<file path="src/rtl/led_pkg.sv">
// rtl/led_pkg.sv - mode/direction constants and reset-pattern helper for led_pattern_gen
package led_pkg;

   localparam logic [1:0] MODE_ROT_L    = 2'b00;
   localparam logic [1:0] MODE_ROT_R    = 2'b01;
   localparam logic [1:0] MODE_PINGPONG = 2'b10;
   localparam logic [1:0] MODE_BLINK    = 2'b11;

   localparam logic DIR_UP = 1'b1;
   localparam logic DIR_DN = 1'b0;

   // Widest legal pattern; callers truncate to their LED count.
   function automatic logic [31:0] reset_pattern(input logic [1:0] m);
      return (m == MODE_BLINK) ? 32'hFFFF_FFFF : 32'd1;
   endfunction

endpackage

</file>
<file path="src/rtl/step_timer.sv">
// rtl/step_timer.sv - step prescaler: counts 0..STEP_CYCLES-1, tick on the last count unless held
module step_timer #(
   parameter int STEP_CYCLES = 13_500_000
) (
   input  logic clk,
   input  logic rst,
   input  logic clr,
   input  logic hold,
   output logic tick
);

   localparam int CNT_W = $clog2(STEP_CYCLES);
   localparam logic [CNT_W-1:0] LAST = CNT_W'(STEP_CYCLES - 1);

   logic [CNT_W-1:0] cnt_q, cnt_d;

   always_comb begin
      cnt_d = cnt_q;
      if (clr) begin
         cnt_d = '0;
      end else if (!hold) begin
         cnt_d = (cnt_q == LAST) ? '0 : cnt_q + CNT_W'(1);
      end
   end

   assign tick = (cnt_q == LAST) && !hold;

   always_ff @(posedge clk) begin
      if (rst) cnt_q <= '0;
      else     cnt_q <= cnt_d;
   end

endmodule

</file>
<file path="src/rtl/led_pattern_gen.sv">
// rtl/led_pattern_gen.sv - multi-LED pattern generator (rotate/ping-pong/blink); optional PWM dimming under LED_PWM_EN
module led_pattern_gen
   import led_pkg::*;
#(
   parameter int LED_NUM     = 4,
   parameter int STEP_CYCLES = 13_500_000
`ifdef LED_PWM_EN
   ,
   parameter int PWM_DUTY    = 128
`endif
) (
   input  logic               clk,
   input  logic               rst,
   input  logic [1:0]         mode,
   input  logic               pause,
   output logic [LED_NUM-1:0] led,
   output logic               step_pulse
);

   logic [1:0]         mode_q;
   logic [LED_NUM-1:0] pattern_q, pattern_d;
   logic               dir_q, dir_d;
   logic               step_pulse_q, step_pulse_d;
   logic               reload;
   logic               tick;

   // A mode change restarts the step and the pattern; this also keeps modes 00/01/10 one-hot.
   assign reload = (mode != mode_q);

   step_timer #(
      .STEP_CYCLES(STEP_CYCLES)
   ) u_step_timer (
      .clk (clk),
      .rst (rst),
      .clr (reload),
      .hold(pause),
      .tick(tick)
   );

   always_comb begin
      pattern_d    = pattern_q;
      dir_d        = dir_q;
      step_pulse_d = 1'b0;
      if (reload) begin
         pattern_d = LED_NUM'(reset_pattern(mode));
         dir_d     = DIR_UP;
      end else if (tick) begin
         step_pulse_d = 1'b1;
         case (mode_q)
            MODE_ROT_L: pattern_d = (pattern_q << 1) | (pattern_q >> (LED_NUM - 1));
            MODE_ROT_R: pattern_d = (pattern_q >> 1) | (pattern_q << (LED_NUM - 1));
            MODE_PINGPONG: begin
               if (LED_NUM == 1) begin
                  pattern_d = pattern_q;
               end else if (dir_q == DIR_UP) begin
                  pattern_d = pattern_q << 1;
                  if (pattern_d[LED_NUM-1]) dir_d = DIR_DN;
               end else begin
                  pattern_d = pattern_q >> 1;
                  if (pattern_d[0]) dir_d = DIR_UP;
               end
            end
            default: pattern_d = ~pattern_q;
         endcase
      end
   end

   always_ff @(posedge clk) begin
      if (rst) begin
         mode_q       <= mode;
         pattern_q    <= LED_NUM'(reset_pattern(mode));
         dir_q        <= DIR_UP;
         step_pulse_q <= 1'b0;
      end else begin
         mode_q       <= mode;
         pattern_q    <= pattern_d;
         dir_q        <= dir_d;
         step_pulse_q <= step_pulse_d;
      end
   end

   assign step_pulse = step_pulse_q;

`ifdef LED_PWM_EN
   logic [7:0]         pwm_cnt_q;
   logic [LED_NUM-1:0] led_q;
   logic               pwm_on;

   // Widened compare so duties of 256 and above give full brightness.
   assign pwm_on = ({24'd0, pwm_cnt_q} < 32'(PWM_DUTY));

   always_ff @(posedge clk) begin
      if (rst) begin
         pwm_cnt_q <= 8'd0;
         led_q     <= LED_NUM'(reset_pattern(mode)) & {LED_NUM{pwm_on}};
      end else begin
         pwm_cnt_q <= pwm_cnt_q + 8'd1;
         led_q     <= pattern_d & {LED_NUM{pwm_on}};
      end
   end

   assign led = led_q;
`else
   assign led = pattern_q;
`endif

endmodule

</file>
<file path="config.mk">
export PLATFORM = sky130hd
export DESIGN_NAME = led_pattern_gen
export DESIGN_NICKNAME = d
export VERILOG_FILES = /design/src/rtl/led_pkg.sv /design/src/rtl/step_timer.sv /design/src/rtl/led_pattern_gen.sv
export SDC_FILE = /design/constraint.sdc
export NUM_CORES = 1
export LEC_CHECK = 0
export ABC_AREA = 1
export CAP_MARGIN = 10
export CORE_UTILIZATION = 50
export CTS_CLUSTER_SIZE = 10
export DETAILED_ROUTE_END_ITERATION = 10
export PLACE_DENSITY_LB_ADDON = 0.1
export RECOVER_POWER = 50
export SYNTH_ARGS = -nofsm -noshare
export SYNTH_HDL_FRONTEND = slang
export SYNTH_SLANG_ARGS = --single-unit
</file>
<file path="constraint.sdc">
create_clock -name clk -period 2.03 [get_ports clk]
set_input_delay 0.5075 -clock clk [delete_from_list [all_inputs] [get_ports clk]]
set_output_delay 0.5075 -clock clk [all_outputs]
set_load 0.02 [all_outputs]
</file>
Yosys cells after proc, flatten, opt, wreduce, memory -nomap -nowiden
Index checks and enable logic that the tools add are counted.
{"block": "totals", "ff_bits": 32, "inputBits": 5, "output_inout_bits": 5, "word_cells": 31}
{"block": "classes", "add_sub_neg": 1, "n_eq_ne": 5, "mux": 11, "bitwise": 3, "n_reduce_logical": 6}
{"cell": "24-bit by 1-bit adder with 24-bit output, second input constant", "count": 1}
{"cell": "24-bit equality test, second input constant", "count": 1}
{"cell": "24-bit 2-to-1 mux", "count": 1}
{"cell": "4-bit 2-to-1 mux", "count": 5}
{"cell": "4-bit one-hot mux with 3 select lines", "count": 1}
{"cell": "2-bit equality test, second input constant", "count": 2}
{"cell": "1-bit 2-to-1 mux", "count": 4}
{"cell": "4-bit inverter", "count": 1}
{"cell": "3-bit by 4-bit bitwise OR with 4-bit output", "count": 1}
{"cell": "4-bit by 1-bit bitwise OR with 4-bit output", "count": 1}
{"cell": "3-bit nonzero test", "count": 1}
{"cell": "2-bit by 1-bit equality test with 1-bit output, second input constant", "count": 1}
{"cell": "2-bit logical NOT", "count": 1}
{"cell": "2-bit inequality test", "count": 1}
{"cell": "2-bit AND reduction", "count": 1}
{"cell": "2-bit OR reduction", "count": 1}
{"cell": "1-bit logical AND", "count": 1}
{"cell": "1-bit logical NOT", "count": 1}

Longest topological paths before layout
{"block": "depth", "ltp_word": 5, "ltp_mapped": 10}

Cells and area by module
A second synthesis with hierarchy kept.
{"block": "unflattened", "hier_cells": 266, "area_unflattened_um2": 1889.3}
{"mod": "step_timer", "n_inst": 1, "cells_per_inst": 209, "area_each_um2": 1406.3, "seq_area_each_um2": 480.5}
{"mod": "led_pattern_gen", "n_inst": 1, "cells_per_inst": 57, "area_each_um2": 483.0, "seq_area_each_um2": 200.2}

Worst setup path after synthesis
OpenSTA, ideal clock, no wires.
{"block": "synth_path", "kind": "register to register", "startpoint": "register u_step_timer.cnt_q[0]", "endpoint": "register pattern_q[0], in the netlist led[0] (enable)", "setup_time_ps": 304, "t_arrival_ps": 1233, "required_time_ps": 1726, "path_slack_ps": 493, "path_stages_with_launch": 9, "n_path_buf": 1, "path_cell_list": "dfxtp_1 ha_1 inv_1 nor2_1 nand2_1 nor2_1 nand3_2 nand2_4 buf_6"}
{"block": "synth_via", "elab_chain_len": 3}
{"item": "start: declaration", "line_no": "step_timer.sv:15", "rtl": "logic [CNT_W-1:0] cnt_q, cnt_d;"}
{"item": "start signal: assignment", "line_no": "step_timer.sv:30", "rtl": "else cnt_q <= cnt_d;"}
{"item": "24-bit equality test", "line_no": "step_timer.sv:26", "rtl": "assign tick = (cnt_q == LAST) && !hold;"}
{"item": "1-bit logical AND", "line_no": "step_timer.sv:26"}
{"item": "3-bit nonzero test (no line)"}
{"item": "end signal: assignment", "line_no": "led_pattern_gen.sv:71", "rtl": "pattern_q <= LED_NUM'(reset_pattern(mode));"}
{"item": "end signal: assignment", "line_no": "led_pattern_gen.sv:76", "rtl": "pattern_q <= pattern_d;"}
{"item": "end: declaration", "line_no": "led_pattern_gen.sv:21", "rtl": "logic [LED_NUM-1:0] pattern_q, pattern_d;"}
No other way between the ends.
A chain may end at the register's enable or synchronous reset.

Worst setup path after layout
{"block": "layout_path", "startpoint": "register pattern_q[2], in the netlist led[2]", "endpoint": "output led[2]"}
{"item": "end: declaration", "line_no": "led_pattern_gen.sv:16", "rtl": "output logic [LED_NUM-1:0] led,"}
No word-level cell between the ends.

==> run_results.csv <==
group,metric,value,unit
timing,maxSlewHeadroom,0.694,
grt,grt_antenna_before_repair,0,
floorplanning,fp.dieH,61.8,um
cts,clock_sinks,32,
final_layout,diodes,0,
cts,clockBufferDepth,2,
final_layout,final_common_cell,"nand2_1",
synth,seq_area_frac_synth,0.381,
timing,worst_pin_slew,0.457,ns
synth,synth_top_family_by_area,"simple AND/OR/NAND/NOR gates",
setup_path,path_class,"reg -> out",
final_layout,final_cell_area,0.00200,mm2
timing,setup_viol,0,
synth,ys_ff_latch,32,
setup_path,crit_arrival,1.38,ns
placed_design,gp_congestion,0.835,
routing,first_iter_violations,119,
routing,route.detailed.drc,0,
power_and_ir_drop,p_int,0.000834,W
synth,netlist_area,0.00179,mm2
setup_path,setup.worst_path.start,"led[2]",
floorplanning,ios,10,
setup_path,path_max_fanout,4,
final_layout,final_cell_mix,"nand2_1 (65), nor2_1 (53), inv_1 (30)",
synth,synth_xor_xnor_area_share,0.0441,
grt,grt_max_degree,16,
synth,synth-simple-area-share,0.423,
placed_design,place_area,0.00196,mm2
power_and_ir_drop,comb_power_share,0.098,
cts,cts_tree,"yes",
setup_path,crit_required,1.52,ns
cts,hold_buffers,0,
routing,ant_nets,0,
synth,synthMuxAreaShare,0,
setup_path,cp_slowest_cell,"clkdlybuf4s50_1",
power_and_ir_drop,switching_share,0.261,
timing,drv_slew,0,
setup_path,slowest_delay,0.64,ns
timing,fin_skew,0.00883,ns
setup_path,cpLargestDelayFamily,"buffers and inverters",
floorplanning,rows,21,
timing,fin_tns_setup,0,ns
synth,synth_nets,268,
cts,post_cts_buffers,0,
cts,clock_latency,0.33,ns
power_and_ir_drop,p_switching,0.000294,W
setup_path,timing.rr.start,"u_step_timer.cnt_q[0]",
routing,dr.pass1.iters,4,
timing,min_period,1.88,ns
final_layout,layout.nets,288,
routing,wire_per_inst,11.0,um
final_layout,drive_gt1_frac,0.138,
power_and_ir_drop,vdd_drop_max,0.295,mV
hold_path,hold_class,"reg -> reg",
routing,routed_wirelength,3600,um
power_and_ir_drop,p_clk_frac,0.310,
final_layout,synthToLayoutAreaGrowth,11.8,%
placed_design,io_buffers,9,
power_and_ir_drop,power_density,565,mW/mm2
grt,grtUsageTotal,0.217,
grt,grt_pass1_wl,5980,um
cts,cts.clk_slew.worst_paths,0.10,ns
timing,rsz0062_at_grt,"no",
floorplanning,coreArea,0.00339,mm2
grt,grt_overflow,0,
setup_path,cp_num_buf_inv,1,
synth,syn_avg_cell_area,6.81,um2
job,maxCapViolations,0,
power_and_ir_drop,p_seq_frac,0.592,
setup_path,start_kind,"register",
cts,htree_num_levels,2,
hold_path,min_from,"dir_q",
synth,yosysWarningCount,0,
floorplanning,dieArea,0.00381,mm2
timing,hold_violations,0,
cts,root_buffer,"clkbuf_4",
placed_design,dp_hpwl,2740,um
floorplanning,die_x,61.8,um
routing,via_per_inst,4.85,
timing,fin_crit_sh,0.928,
setup_path,cp-end-kind,"output pin",
cts,cts_buffers,5,
synth,synth-compound-area-share,0.0498,
synth,synthAdderAreaFrac,0.00701,
routing,vias,1595,
outcome,status,"finished, final reports clean",
floorplanning,start_util,0.527,
timing,fmax,531,MHz
synth,synth_cell_types,29,
grt,grt_pass1_vias,1439,
synth,netlist_instances,262,
cts,ctsResizeCount,0,
setup_path,cp_cell_sequence,"clkdlybuf4s50_1",
power_and_ir_drop,p_leak,0.750,nW
[cell families (layout without fill, tap and decap cells)]
family / count (synthesis) / in the layout
and+or+nand+nor: 164 / 164
buffers and inverters: 40 / 61
DFF: 32 / 32
AOI/OAI and AO/OA: 16 / 16
xor gates and xnor gates: 9 / 9
adders and majority gates: 1 / 1
[power by group through the flow]
stage | clock network, W | registers (W) | logic (W)
5_1_grt | 0.000386 | 0.000671 | 0.000123
6_report | 0.000350 | 0.000668 | 0.000110
3_3_place_gp | 0 | 0.000683 | 0.000113
3_5_place_dp | 0 | 0.000683 | 0.000113
4_1_cts | 0.000356 | 0.000668 | 0.000114
2_1_floorplan | 0 | 0.000691 | 0.0000582
[flip-flops by register name, indices dropped and copies added, names as in the netlist]
register            flops
u_step_timer.cnt_q     24
dir_q                   1
led                     4
step_pulse              1
mode_q                  2
[worst register-to-register path, stage by stage, from the launching register on]
cell and delay [ns]:
dfxtp_1 0.41, ha_1 0.23, inv_1 0.08, nor2_1 0.08
nand2_1 0.05, nor2_1 0.11, nand3_2 0.15, nand2_4 0.24
buf_4 0.21, nor2_2 0.04
[per-layer routing]
layer	global-route usage	wire length [um]	share of wire	vias up
met2	0.343	1610	0.45	25
met5	0	0	0	-
met1	0.297	1840	0.51	704
li1	-	-	-	861
met3	0.0497	121	0.034	5
met4	0.0667	39	0.011	0
[path summary, 6_finish.rpt]
check	endpoint	slack (ns)	depth (start not counted)
max	led[2]	0.15	1
min	dir_q	0.50	2
max reg2reg	u_step_timer.cnt_q[13]	0.34	9
min reg2reg	dir_q	0.50	2
[synth_stat cells (all sizes together)]
cell type | count | area share
nand3 | 14 | 0.050
edfxtp | 4 | 0.067
clkinv | 1 | 0.0028
nand2 | 67 | 0.15
nand4 | 7 | 0.033
dfxtp | 28 | 0.31
nor3 | 9 | 0.025
buf | 2 | 0.013
xor2 | 5 | 0.025
o221ai | 1 | 0.0049
xnor2 | 4 | 0.020
o22ai | 1 | 0.0035
a21oi | 5 | 0.016
o21ai | 9 | 0.025
ha | 1 | 0.0070
nor4 | 2 | 0.011
inv | 37 | 0.079
nor2 | 65 | 0.16
[per-stage QoR]
stage          instances  utilization  total power [W]  hold slack, ns  setup slack [ns]
2_1_floorplan        262            -         0.000749           0.455             0.493
3_3_place_gp         321        0.577         0.000796           0.480            0.0136
3_5_place_dp         321        0.577         0.000796           0.491           0.00202
4_1_cts              329        0.592          0.00114           0.501             0.139
5_1_grt              329        0.589          0.00118           0.533            0.0585
6_report             329        0.589          0.00113           0.496             0.146
[area by class of cell]
| type | count | area, um2 |
|---|---|---|
| inverter | 38 | 146 |
| clock buffer | 7 | 45.0 |
| tap | 46 | 57.6 |
| clock inverter | 1 | 5.00 |
| multi-input combinational | 190 | 930 |
| sequential | 32 | 681 |
| timing repair buffer | 15 | 131 |
| fill | 314 | 1390 |
Power figures use the tool's default switching activity.
